--- src/rtl/regfile_pkg.sv ---
`default_nettype none
// ============================================================================
// Module      : regfile_pkg
// Description : Shared constants and the writeback entry type used by the
//               register-file write arbiter and its holding buffers.
// Revision    : 1.0 - initial release
// ============================================================================
package regfile_pkg;

  localparam int DATA_W   = 64;  // write data width
  localparam int ADDR_W   = 5;   // register address width
  localparam int NREG     = 32;  // architectural registers
  localparam int ZERO_REG = 31;  // hard-wired zero register

  // One pending writeback. 'addr' is the destination register ('reg' is a
  // reserved word, so the field cannot carry that name).
  typedef struct packed {
    logic [ADDR_W-1:0] addr;
    logic [DATA_W-1:0] data;
  } wb_entry_t;

  // Relative age of the two holding buffers; only meaningful when both full.
  localparam logic [1:0] AGE_EQUAL   = 2'd0;
  localparam logic [1:0] AGE_A_OLDER = 2'd1;
  localparam logic [1:0] AGE_B_OLDER = 2'd2;

  // Round-robin pointer values.
  localparam logic REQ_A = 1'b0;
  localparam logic REQ_B = 1'b1;

endpackage
`default_nettype wire

--- src/rtl/regfile_write_arbiter_wb_hold_buf.sv ---
`default_nettype none
// ============================================================================
// Module      : wb_hold_buf
// Description : One-entry writeback holding buffer with full flag.
//               A load takes priority over a clear so that an entry granted
//               and replaced on the same edge stays full with the new value.
// Ports       : clk, reset_n  - clock, async active-low reset
//               load, din     - capture din, set full
//               clear         - drop the current entry
//               full, dout    - buffer state
// Revision    : 1.0 - initial release
// ============================================================================
module wb_hold_buf
  import regfile_pkg::*;
(
  input  logic      clk,
  input  logic      reset_n,
  input  logic      load,
  input  logic      clear,
  input  wb_entry_t din,
  output logic      full,
  output wb_entry_t dout
);

  logic      full_q,  full_d;
  wb_entry_t entry_q, entry_d;

  always_comb begin
    full_d  = full_q;
    entry_d = entry_q;
    if (load) begin
      full_d  = 1'b1;
      entry_d = din;
    end else if (clear) begin
      full_d  = 1'b0;
    end
  end

  always_ff @(posedge clk or negedge reset_n) begin
    if (!reset_n) begin
      full_q  <= 1'b0;
      entry_q <= '0;
    end else begin
      full_q  <= full_d;
      entry_q <= entry_d;
    end
  end

  assign full = full_q;
  assign dout = entry_q;

endmodule
`default_nettype wire

--- src/rtl/regfile_write_arbiter.sv ---
`default_nettype none
// ============================================================================
// Module      : regfile_write_arbiter
// Description : Shares the register file's single write port between an ALU
//               writeback (A) and a load writeback (B). Each side has a
//               one-entry buffer; the older buffered entry wins, equal ages
//               alternate round-robin. Exposes a pending-write mask and
//               read-port stall flags for hazard detection.
// Ports       : clk, reset_n                      - clock, async active-low reset
//               a_valid/a_ready/a_reg/a_data      - requester A handshake
//               b_valid/b_ready/b_reg/b_data      - requester B handshake
//               WriteRegister/WriteData/RegWrite  - register file write port
//               ReadRegister1/ReadRegister2       - read addresses to check
//               stall1/stall2                     - read hazards
//               pend_mask                         - uncommitted writes per reg
// Revision    : 1.0 - initial release
// ============================================================================
module regfile_write_arbiter #(
  parameter int DATA_W   = 64,
  parameter int ADDR_W   = 5,
  parameter int NREG     = 32,
  parameter int ZERO_REG = 31
) (
  input  logic              clk,
  input  logic              reset_n,
  input  logic              a_valid,
  output logic              a_ready,
  input  logic [ADDR_W-1:0] a_reg,
  input  logic [DATA_W-1:0] a_data,
  input  logic              b_valid,
  output logic              b_ready,
  input  logic [ADDR_W-1:0] b_reg,
  input  logic [DATA_W-1:0] b_data,
  output logic [ADDR_W-1:0] WriteRegister,
  output logic [DATA_W-1:0] WriteData,
  output logic              RegWrite,
  input  logic [ADDR_W-1:0] ReadRegister1,
  input  logic [ADDR_W-1:0] ReadRegister2,
  output logic              stall1,
  output logic              stall2,
  output logic [NREG-1:0]   pend_mask
);

  import regfile_pkg::*;

  localparam logic [ADDR_W-1:0] ZERO_ADDR = ADDR_W'(ZERO_REG);

  wb_entry_t a_in, b_in, a_ent, b_ent;
  logic      a_full, b_full;
  logic      a_load, b_load;
  logic      grant_a, grant_b, tie_grant;

  logic [1:0]        age_q, age_d;
  logic              rr_q, rr_d;
  logic [ADDR_W-1:0] wreg_q, wreg_d;
  logic [DATA_W-1:0] wdata_q, wdata_d;
  logic              regwrite_q, regwrite_d;

  assign a_in.addr = a_reg;
  assign a_in.data = a_data;
  assign b_in.addr = b_reg;
  assign b_in.data = b_data;

  // --------------------------------------------------------------------------
  // Holding buffers: the granted entry retires on the commit edge.
  // --------------------------------------------------------------------------
  wb_hold_buf u_buf_a (
    .clk     (clk),
    .reset_n (reset_n),
    .load    (a_load),
    .clear   (grant_a),
    .din     (a_in),
    .full    (a_full),
    .dout    (a_ent)
  );

  wb_hold_buf u_buf_b (
    .clk     (clk),
    .reset_n (reset_n),
    .load    (b_load),
    .clear   (grant_b),
    .din     (b_in),
    .full    (b_full),
    .dout    (b_ent)
  );

  // --------------------------------------------------------------------------
  // Grant: sole occupant, else the older entry, else round-robin.
  // --------------------------------------------------------------------------
  always_comb begin
    grant_a   = 1'b0;
    grant_b   = 1'b0;
    tie_grant = 1'b0;
    if (a_full && !b_full) begin
      grant_a = 1'b1;
    end else if (!a_full && b_full) begin
      grant_b = 1'b1;
    end else if (a_full && b_full) begin
      case (age_q)
        AGE_A_OLDER: grant_a = 1'b1;
        AGE_B_OLDER: grant_b = 1'b1;
        default: begin
          tie_grant = 1'b1;
          if (rr_q == REQ_A) grant_a = 1'b1;
          else               grant_b = 1'b1;
        end
      endcase
    end
  end

  // A buffer being drained this cycle can take a new entry on the same edge.
  assign a_ready = !a_full || grant_a;
  assign b_ready = !b_full || grant_b;
  assign a_load  = a_valid && a_ready;
  assign b_load  = b_valid && b_ready;

  // --------------------------------------------------------------------------
  // Age and round-robin state. A lone load is younger only if the other entry
  // survives this edge; otherwise the loaded entry will be alone and age is
  // irrelevant, so it is reset to equal.
  // --------------------------------------------------------------------------
  always_comb begin
    age_d = age_q;
    if (a_load && b_load) begin
      age_d = AGE_EQUAL;
    end else if (a_load) begin
      age_d = (b_full && !grant_b) ? AGE_B_OLDER : AGE_EQUAL;
    end else if (b_load) begin
      age_d = (a_full && !grant_a) ? AGE_A_OLDER : AGE_EQUAL;
    end else if (grant_a || grant_b) begin
      age_d = AGE_EQUAL;
    end

    rr_d = rr_q;
    if (tie_grant) rr_d = grant_a ? REQ_B : REQ_A;
  end

  // --------------------------------------------------------------------------
  // Commit register: the write port outputs are flops, so the register file
  // sees the granted entry for exactly the cycle after the grant.
  // --------------------------------------------------------------------------
  always_comb begin
    wreg_d     = wreg_q;
    wdata_d    = wdata_q;
    regwrite_d = 1'b0;
    if (grant_a) begin
      wreg_d     = a_ent.addr;
      wdata_d    = a_ent.data;
      regwrite_d = (a_ent.addr != ZERO_ADDR);
    end else if (grant_b) begin
      wreg_d     = b_ent.addr;
      wdata_d    = b_ent.data;
      regwrite_d = (b_ent.addr != ZERO_ADDR);
    end
  end

  always_ff @(posedge clk or negedge reset_n) begin
    if (!reset_n) begin
      age_q      <= AGE_EQUAL;
      rr_q       <= REQ_A;
      wreg_q     <= '0;
      wdata_q    <= '0;
      regwrite_q <= 1'b0;
    end else begin
      age_q      <= age_d;
      rr_q       <= rr_d;
      wreg_q     <= wreg_d;
      wdata_q    <= wdata_d;
      regwrite_q <= regwrite_d;
    end
  end

  assign WriteRegister = wreg_q;
  assign WriteData     = wdata_q;
  assign RegWrite      = regwrite_q;

  // --------------------------------------------------------------------------
  // Pending-write mask: buffered entries plus the write now on the port.
  // --------------------------------------------------------------------------
  for (genvar r = 0; r < NREG; r++) begin : g_pend
    if (r == ZERO_REG) begin : g_zero
      assign pend_mask[r] = 1'b0;
    end else begin : g_live
      assign pend_mask[r] = (a_full     && (a_ent.addr == ADDR_W'(r))) ||
                            (b_full     && (b_ent.addr == ADDR_W'(r))) ||
                            (regwrite_q && (wreg_q     == ADDR_W'(r)));
    end
  end

  assign stall1 = pend_mask[ReadRegister1];
  assign stall2 = pend_mask[ReadRegister2];

endmodule
`default_nettype wire
--- config.mk ---
export PLATFORM = sky130hd
export DESIGN_NAME = regfile_write_arbiter
export DESIGN_NICKNAME = d
export VERILOG_FILES = /design/src/rtl/regfile_pkg.sv /design/src/rtl/regfile_write_arbiter_wb_hold_buf.sv /design/src/rtl/regfile_write_arbiter.sv
export SDC_FILE = /design/constraint.sdc
export NUM_CORES = 1
export LEC_CHECK = 0
export CORE_ASPECT_RATIO = 1.2
export CORE_UTILIZATION = 28
export CTS_BUF_LIST = sky130_fd_sc_hd__clkbuf_4 sky130_fd_sc_hd__clkbuf_8 sky130_fd_sc_hd__clkbuf_16
export CTS_CLUSTER_DIAMETER = 40
export DETAILED_ROUTE_END_ITERATION = 10
export GPL_TIMING_DRIVEN = 0
export PLACE_DENSITY = 0.52
export SYNTH_ARGS = -nofsm -noshare
export SYNTH_HDL_FRONTEND = slang
export SYNTH_SLANG_ARGS = --single-unit
--- constraint.sdc ---
create_clock -name clk -period 2.4 [get_ports clk]
set_input_delay 0.36 -clock clk [delete_from_list [all_inputs] [get_ports clk]]
set_output_delay 0.36 -clock clk [all_outputs]
set_load 0.05 [all_outputs]
==> results.ini, run 1 <==
[global_route]
grt_pass1_wl_um = 52700
grt_pass1_vias = 8838
grt-ovfl-total = 0
antenna_found_initial = 4
grt_usage_pct = 18.43
grt_max_degree = 76

[sta]
maxSlewViolCount = 0
relSlewSlack_pct = 58.57
fmax_ghz = 0.2930
layout_min_cycle_time_ns = 3.413
tightest_slew_ns = 0.6167
fin_ws_ns = -1.013
holdWs_ns = 0.3685
skew_ns = 0.01662
rsz0062_at_grt = yes
setup_viol = 29
final_hold_viol_count = 0
fin_crit_sh_pct = 142.2

[clock_tree]
cts_sinks = 213
htree_levels = 1
clockBufferDepth = 3
cts_tree = built
cts_made_buffers = 29
ctsRootBufferMaster = clkbuf_16
insertion_delay_ns = 0.55
path_clk_slew_ns = 0.06

[die]
die_h_um = 210.7
die_area_mm2 = 0.03707
initial_core_util_pct = 28.35
rows = 76
io_pins = 258
fp.dieW_um = 175.9
core_mm2 = 0.03585

[place]
gp_congestion = 0.9570
io_buffer_count = 255
dp_hpwl_um = 24570
pre_cts_slack_ns = -1.544

[flow_run]
maxCapViolCount = 0

[worst_setup_path]
r2r-start = age_q[0]$_DFFE_PN0P_
crit_buf_inv = 2
worstPathCellList = or4b_4 > buf_12 > o22ai_4 > nor2_2 > mux4_2 > o2111a_2 > nor4_4 > buf_6
endpoint_kind = output pin
critPathMaxStageDelay_ns = 0.59
crit_fanout = 4
arrival_ns = 3.05
crit_path_start = WriteRegister[2]$_DFFE_PN0P_
start_kind = register
cpLargestDelayFamily = simple AND/OR/NAND/NOR gates
slowest_stage = or4b_4
path_class = register to output pin
cp.required_ns = 2.04

[synth]
async_reset_ff_share_pct = 100.0
synth.most_common_cell = dfrtp_1
synth_area_leaders = dfrtp_1 (52%), mux2_2 (15%), mux2i_1 (6.8%), o21ai_0 (4.2%), nand2_1 (3.1%)
synth-edff-count = 0
syn_area_per_cell_um2 = 11.37
ys_seq_area_share_pct = 52.44
ys_seq_elements = 213
yosysTopAreaCell = dfrtp_1
synthTopCellsByCount = dfrtp_1 (213), mux2_2 (138), o21ai_0 (85), nand2_1 (84), mux2i_1 (69)
synth-main-ff-cell = dfrtp_1
synth_warnings = 0
synthDistinctLibCells = 61
syn_nets = 1048
synth_top_area_share_pct = 52.44
synth_cells = 894
netlist_area_mm2 = 0.01016

[route]
dr.pass1.iters = 5
avgViaCountPerCell = 4.882
drcViolationCount = 0
finalWirelength_um = 34290
wire_per_inst_um = 19.75
vias = 8476
drtIter0Drc = 377
antenna_left = 0

[finish]
regArea_mm2 = 0.005344
antennaDiodeCount = 0
fillers = 3344
drive_above_1_share_pct = 37.07
areaGrowthSynthToFinish_pct = 56.04
nNetsFinal = 1399
multiInputGateArea_mm2 = 0.005127

[pwr]
power_density_mw_per_mm2 = 1493
peakVddDrop_v = 0.0008591
p_leak_nw = 6.603

[run_status]
outcome = finished with violations
violations = setup timing

[hold_path]
hp-class = input port to asynchronous set/reset pin

## cell usage in the layout (no fill, tap or decap), types with 14 or more instances in the layout
cell type,Yosys,layout
mux2i_1,69,69
inv_1,22,17
clkdlybuf4s50_1,0,218
o21ai_0,85,80
nor2_2,0,14
clkbuf_16,0,29
nand2_1,84,78
buf_8,0,18
buf_4,4,58
nor2_1,45,27
mux2_2,138,138
dfrtp_1,213,202
buf_6,1,39
## registers in the layout, summed over array words and instances (netlist names)
register / cells
u_buf_a.full: 1
u_buf_b.dout: 69
RegWrite: 1
WriteData: 64
u_buf_b.full: 1
WriteRegister: 5
u_buf_a.dout: 69
rr_q: 1
age_q: 2
## power by group
part	internal, W	switching, W
registers	0.00539	0.00107
logic	0.00549	0.00749
clock network	0.00247	0.00177
total	0.0134	0.0103
## cell families (layout without fill, tap and decap cells)
group           after synthesis  in the layout  synth area share [%]
other cells                   1              1               0.03689
fa+ha+maj                     2              2                0.2461
simple gates                227            227                 11.42
buf+inv                      86            460                 3.607
mux                         209            209                 22.53
flops                       213            213                 52.44
xor+xnor                      1              1               0.08618
compound gates              155            155                 9.638
## what timing repair did
item | in CTS | in global routing
gates cloned | 0 | 1
hold buffers | 1 | 0
endpoints found under the setup margin | 175 | 111
setup buffers | 42 | 28
pin swaps | 35 | 36
hold endpoints to repair | 68 | 0
gates resized for setup | 390 | 96
## through the flow
step	power [W]	instances	area [um2]	util (%)	setup TNS [ns]
floorplan	0.01394	894	10340	-	-20.42
global placement	0.01776	1617	13480	37.61	-1892.07
detailed placement	0.01790	1619	13540	37.78	-58.61
CTS	0.02334	1710	15370	42.88	-6.939
global route	0.02510	1736	15860	44.24	-8.194
finish	0.02368	1736	15860	44.24	-5.925
## worst paths after layout
check	cells after the start	to	slack (ns)
worst max-delay path	8	stall2	-1.01
worst min-delay path	2	u_buf_a.dout[20]$_DFFE_PN0P_	0.37
worst max register to register	8	u_buf_b.dout[20]$_DFFE_PN0P_	0.13
worst min register to register	2	WriteData[44]$_DFFE_PN0P_	0.47
max in group asynchronous	4	u_buf_a.dout[48]$_DFFE_PN0P_	0.89
min in group clk	2	u_buf_a.dout[66]$_DFFE_PN0P_	0.42
## metal layers
layer  GRT usage (%)  routed length (um)  vias to the layer above  part of all wire (%)
met5               0                  53                        -                  0.15
met2           32.59               17150                      287                    50
met4           6.417                1211                        8                   3.5
met3           5.688                2671                       74                   7.8
met1           20.81               13200                     4188                    38
li1                -                   -                     3919                     -
## final cells by class
| type | count | share of cell area (%) |
|---|---|---|
| Timing Repair Buffer | 327 | 20.76 |
| Tap cell | 468 | 3.692 |
| Multi-Input combinational cell | 595 | 32.33 |
| Inverter | 22 | 0.5522 |
| Clock inverter | 22 | 1.207 |
| Clock buffer | 32 | 4.836 |
| Buffer | 57 | 2.934 |
| Sequential cell | 213 | 33.69 |
(Power assumes the default switching activity.)
==> inputs of run 2 (changes only) <==
--- a/config.mk
+++ b/config.mk
@@ -12,6 +12,7 @@
 export DETAILED_ROUTE_END_ITERATION = 10
 export GPL_TIMING_DRIVEN = 0
 export PLACE_DENSITY = 0.52
+export SETUP_SLACK_MARGIN = 0.15
 export SYNTH_ARGS = -nofsm -noshare
 export SYNTH_HDL_FRONTEND = slang
 export SYNTH_SLANG_ARGS = --single-unit
==> run 2 against run 1 <==
The run still ends with setup timing left; hold slack worse by 0.039 ns; power rose by 2.3%; wire length is 1.4% lower.
==> results.ini, run 2 (synthesized netlist as in run 1, its figures left out) <==
[route]
vias = 8445
drtIter0Drc = 334
antenna_left = 0
finalWirelength_um = 33810
dr.pass1.iters = 4
wire_per_inst_um = 19.49
avgViaCountPerCell = 4.867
drcViolationCount = 0

[worst_setup_path]
path_class = register to output pin
endpoint_kind = output pin
reg2reg_slack_ns = 0.31
r2r-start = age_q[1]$_DFFE_PN0P_
crit_fanout = 6
start_kind = register
arrival_ns = 3.07
rr_worst_depth = 8
r2r_end = u_buf_a.dout[21]$_DFFE_PN0P_
crit_path_start = u_buf_a.dout[66]$_DFFE_PN0P_
cp.required_ns = 2.04
cp-endpoint = stall2

[clock_tree]
cts_made_buffers = 30
clockBufferDepth = 3
cts_sinks = 213
path_clk_slew_ns = 0.06
ctsRootBufferMaster = clkbuf_16
htree_levels = 1
insertion_delay_ns = 0.55
cts_tree = built

[pwr]
power_density_mw_per_mm2 = 1505
peakVddDrop_v = 0.0006947
p_leak_nw = 6.665

[sta]
final_hold_viol_count = 0
relSlewSlack_pct = 55.10
fin_crit_sh_pct = 142.7
fin_ws_ns = -1.026
tightest_slew_ns = 0.6735
rsz0062_at_grt = yes
layout_min_cycle_time_ns = 3.426
fmax_ghz = 0.2919
maxSlewViolCount = 0
skew_ns = 0.008015
setup_viol = 23

[run_status]
outcome = finished with violations
violations = setup timing

[global_route]
antenna_found_initial = 2
grt_pass1_vias = 8973
grt_pass1_wl_um = 53100
grt-ovfl-total = 0
grt_usage_pct = 18.48
grt_max_degree = 84

[finish]
final_common_cell = clkdlybuf4s50_1
final_cell_mix = clkdlybuf4s50_1 (214), dfrtp_1 (203), mux2_2 (138)
fillers = 3386
antennaDiodeCount = 0
fin_cells = 1735
final_area_mm2 = 0.01610
areaGrowthSynthToFinish_pct = 58.36
drive_above_1_share_pct = 36.54
nNetsFinal = 1399

[die]
io_pins = 258
core_mm2 = 0.03585
fp.dieW_um = 175.9
die_area_mm2 = 0.03707
initial_core_util_pct = 28.35
rows = 76
die_h_um = 210.7

[flow_run]
maxCapViolCount = 0

[place]
pre_cts_slack_ns = -1.468
dp.cells = 1619
placed_cell_area_mm2 = 0.01356
dp_hpwl_um = 24220
io_buffer_count = 255
gp_congestion = 0.9750

[hold_path]
hp-class = input port to asynchronous set/reset pin

## run 2: cell types whose count changed in the layout (fill, tap and decap cells not counted), sizes merged
cell / before / now
bufinv: 1 / 4
clkbuf: 71 / 72
clkdlybuf4s18: 0 / 1
clkdlybuf4s50: 218 / 214
clkinv: 8 / 9
clkinvlp: 2 / 4
dlygate4sd2: 0 / 3
dlymetal6s2s: 0 / 1
inv: 33 / 24
## run 2: final cells by class
cell class	instances	area (um2)	area share, %
flip-flops and latches	213	5343	33.19
multi-input cells	595	5211	32.37
repair buffers	319	3261	20.26
clock buffers	35	818.3	5.084
well taps	468	585.6	3.638
plain buffers	64	565.5	3.513
clock inverters	19	230.2	1.430
inverters	22	82.58	0.5130
## run 2: worst min-delay path by stage
stage	start	endpoint	slack [ns]
2_1_floorplan	reset_n	RegWrite$_DFF_PN0_	0.06
3_3_place_gp	u_buf_a.dout[51]$_DFFE_PN0P_	WriteData[51]$_DFFE_PN0P_	0.45
3_5_place_dp	reset_n	u_buf_a.dout[22]$_DFFE_PN0P_	0.34
4_1_cts	reset_n	u_buf_a.dout[20]$_DFFE_PN0P_	0.34
5_1_grt	reset_n	u_buf_a.dout[20]$_DFFE_PN0P_	0.38
6_report	reset_n	u_buf_a.dout[20]$_DFFE_PN0P_	0.33
## run 2: power breakdown
part	switching [W]	internal (W)	total [W]
Combinational	0.00759	0.00563	0.0132
Sequential	0.00102	0.00539	0.00642
Clock	0.00170	0.00288	0.00458
## run 2: per-layer routing
metal  share of wire, %  global-route usage, %
met1                 39                  21.74
met4                3.1                  6.327
met5              0.080                      0
met2                 50                  32.04
met3                8.0                  5.256
## run 2: what timing repair did
action	CTS	global route
hold buffers	1	0
hold endpoints to repair	63	0
setup buffers	41	20
pin swaps	37	29
setup endpoints to repair	245	220
gates resized for setup	430	75
## run 2: critical path, stage by stage, from the launching register on
cell and delay [ns]:
dfrtp_1 0.37, buf_6 0.13, or4b_4 0.61, o22ai_1 0.22
nor2_2 0.09, mux4_2 0.46, o2111a_2 0.30, nor4_4 0.15
buf_6 0.19
## run 2: through the flow
step                hold slack [ns]  utilization (%)  power [W]   TNS, ns
global route                 0.3781            44.90    0.02570    -7.600
CTS                          0.3428            43.74    0.02394    -5.906
global placement             0.4538            37.65    0.01773  -1866.75
floorplan                   0.06441                -    0.01396    -20.42
detailed placement           0.3400            37.82    0.01785    -49.77
finish                       0.3296            44.90    0.02422    -5.543
==> inputs of run 3 (changes only) <==
--- a/config.mk
+++ b/config.mk
@@ -7,7 +7,7 @@
 export LEC_CHECK = 0
 export CORE_ASPECT_RATIO = 1.2
 export CORE_UTILIZATION = 28
-export CTS_BUF_LIST = sky130_fd_sc_hd__clkbuf_4 sky130_fd_sc_hd__clkbuf_8 sky130_fd_sc_hd__clkbuf_16
+export CTS_BUF_LIST = sky130_fd_sc_hd__clkbuf_8
 export CTS_CLUSTER_DIAMETER = 40
 export DETAILED_ROUTE_END_ITERATION = 10
 export GPL_TIMING_DRIVEN = 0
==> constraint.sdc (replaced) <==
create_clock -name clk -period 2.4 [get_ports clk]
set_input_delay 0.36 -clock clk [delete_from_list [all_inputs] [get_ports clk]]
set_output_delay 0.36 -clock clk [all_outputs]
set_load 0.02 [all_outputs]
==> run 3 against run 2 <==
The flow still finishes with violations (setup timing); sequential power about the same; core utilization fell by 1.9 points; via count grew 1.1%; cell count rose by 0.46%; critical path depth unchanged; sequential share of layout area is 1.5 points higher; final area decreased by 4.3%; power decreased by 14%; sequential cell count did not move; die area is the same; maximum frequency up 2.7%; largest cell class unchanged.
==> results.ini, run 3 (synthesized netlist as in run 1, its figures left out) <==
[finish]
fin_cells = 1743
nNetsFinal = 1403
final_common_cell = clkdlybuf4s50_1
fillers = 3449
drive_above_1_share_pct = 35.43
final_area_mm2 = 0.01541
areaGrowthSynthToFinish_pct = 51.61
final_cell_mix = clkdlybuf4s50_1 (219), dfrtp_1 (202), mux2_2 (138)

[place]
pre_cts_slack_ns = -1.061
placed_cell_area_mm2 = 0.01345
io_buffer_count = 255
dp_hpwl_um = 24190
dp.cells = 1619
gp_congestion = 0.9992

[sta]
skew_ns = 0.01850
fin_crit_sh_pct = 139.1
layout_min_cycle_time_ns = 3.337
setup_viol = 21
final_hold_viol_count = 0
tightest_slew_ns = 0.6178
setup_tns_ns = -4.041
holdWs_ns = 0.3359
fmax_ghz = 0.2996
rsz0062_at_grt = yes
relSlewSlack_pct = 58.50
maxSlewViolCount = 0
fin_ws_ns = -0.9373

[pwr]
seqPwrFrac_pct = 30.9
power_density_mw_per_mm2 = 1351
p_sw_w = 0.008208
p_leak_nw = 6.462
pwr-share-comb_pct = 52.7
p_int_w = 0.01262
peakVddDrop_v = 0.0006610
p_sw_share_pct = 39.41
clkPwrFrac_pct = 16.4

[die]
fp.dieW_um = 175.9
die_area_mm2 = 0.03707
core_mm2 = 0.03585
die_h_um = 210.7
rows = 76
io_pins = 258
initial_core_util_pct = 28.35

[worst_setup_path]
crit_fanout = 5
critPathMaxStageDelay_ns = 0.61
crit_path_start = u_buf_a.dout[66]$_DFFE_PN0P_
slowest_stage = or4b_4
path_class = register to output pin
endpoint_kind = output pin
cp.required_ns = 2.04
crit_buf_inv = 2
arrival_ns = 2.98
reg2reg_slack_ns = 0.27
cpLargestDelayFamily = simple AND/OR/NAND/NOR gates
cp-endpoint = stall2
r2r_end = u_buf_a.dout[67]$_DFFE_PN0P_
r2r-start = age_q[1]$_DFFE_PN0P_
start_kind = register
worstPathCellList = buf_6 > or4b_4 > o22ai_2 > nor2_2 > mux4_2 > o2111a_2 > nor4_4 > buf_4
cp_num_cells = 8
rr_worst_depth = 9

[hold_path]
hp-class = input port to asynchronous set/reset pin

[run_status]
violations = setup timing
outcome = finished with violations

[clock_tree]
ctsRootBufferMaster = clkbuf_8
clockBufferDepth = 3
path_clk_slew_ns = 0.06
htree_levels = 2
cts_made_buffers = 38
cts_sinks = 213
insertion_delay_ns = 0.54
cts_tree = built

[global_route]
antenna_found_initial = 4
grt-ovfl-total = 0
grt_max_degree = 79
grt_pass1_vias = 8902
grt_usage_pct = 18.26
grt_pass1_wl_um = 52270

[route]
drtIter0Drc = 434
vias = 8539
drcViolationCount = 0
dr.pass1.iters = 5
antenna_left = 0
avgViaCountPerCell = 4.899
wire_per_inst_um = 19.41
finalWirelength_um = 33830

[flow_run]
maxCapViolCount = 0

[run 3: cell types whose count changed in the layout (fill, tap and decap cells not counted), moves of 4 or more]
cell / before / now
inv_1: 18 / 31
clkbuf_2: 8 / 14
clkbuf_8: 14 / 51
clkinv_2: 5 / 1
buf_6: 32 / 42
clkdlybuf4s50_1: 214 / 219
buf_4: 62 / 67
clkbuf_16: 32 / 0
buf_8: 24 / 5
[run 3: worst register-to-register path: stages, from the launching register on]
cell	delay [ns]
dfrtp_1	0.39
buf_4	0.14
inv_1	0.03
ha_1	0.16
nor2_1	0.14
o211ai_1	0.17
buf_4	0.19
nand2_4	0.17
clkbuf_4	0.27
mux2_2	0.36
[run 3: how the worst min path moves through the flow]
stage	startpoint	endpoint	slack [ns]
2_1_floorplan	reset_n	RegWrite$_DFF_PN0_	0.06
3_3_place_gp	rr_q$_DFFE_PN0P_	rr_q$_DFFE_PN0P_	0.46
3_5_place_dp	reset_n	u_buf_a.dout[34]$_DFFE_PN0P_	0.33
4_1_cts	reset_n	u_buf_a.dout[34]$_DFFE_PN0P_	0.32
5_1_grt	reset_n	u_buf_a.dout[34]$_DFFE_PN0P_	0.35
6_report	reset_n	u_buf_a.dout[34]$_DFFE_PN0P_	0.34
[run 3: stage by stage]
stage / utilization, % / power, W
CTS: 41.70 / 0.02048
finish: 42.99 / 0.02082
floorplan: - / 0.01205
global route: 42.98 / 0.02222
detailed placement: 37.51 / 0.01594
global placement: 37.34 / 0.01582
[run 3: layout make-up]
cell class / count / area (um2) / share of cell area (%)
diodes: 2 / 5.005 / 0.03248
plain buffers: 64 / 504.2 / 3.272
clock buffers: 45 / 619.3 / 4.019
clock inverters: 19 / 133.9 / 0.8687
inverters: 22 / 82.58 / 0.5358
multi-input cells: 595 / 5042 / 32.72
flip-flops and latches: 213 / 5344 / 34.68
well taps: 468 / 585.6 / 3.800
repair buffers: 315 / 3094 / 20.08
[run 3: power by group through the flow]
stage | registers, W | clock network [W] | logic (W)
4_1_cts | 0.00644 | 0.00355 | 0.0105
3_3_place_gp | 0.00647 | 0 | 0.00935
5_1_grt | 0.00664 | 0.00368 | 0.0119
2_1_floorplan | 0.00691 | 0 | 0.00514
6_report | 0.00643 | 0.00341 | 0.0110
3_5_place_dp | 0.00648 | 0 | 0.00946
[run 3: repair_timing]
| item | in CTS | in global routing |
|---|---|---|
| pin swaps | 22 | 23 |
| cloned | 0 | 0 |
| gates resized for setup | 302 | 122 |
| hold endpoints to repair | 57 | 0 |
| setup endpoints to repair | 243 | 188 |
| setup buffers | 37 | 20 |
| hold buffers | 1 | 0 |
[run 3: layer usage]
layer / part of all wire (%) / global-route usage (%) / routed length, um / up-vias
li1: - / - / - / 3934
met1: 38 / 20.26 / 12800 / 4211
met2: 51 / 32.62 / 17190 / 306
met3: 8.1 / 5.724 / 2738 / 84
met4: 3.2 / 6.387 / 1080 / 4
met5: 0.077 / 0 / 26 / -
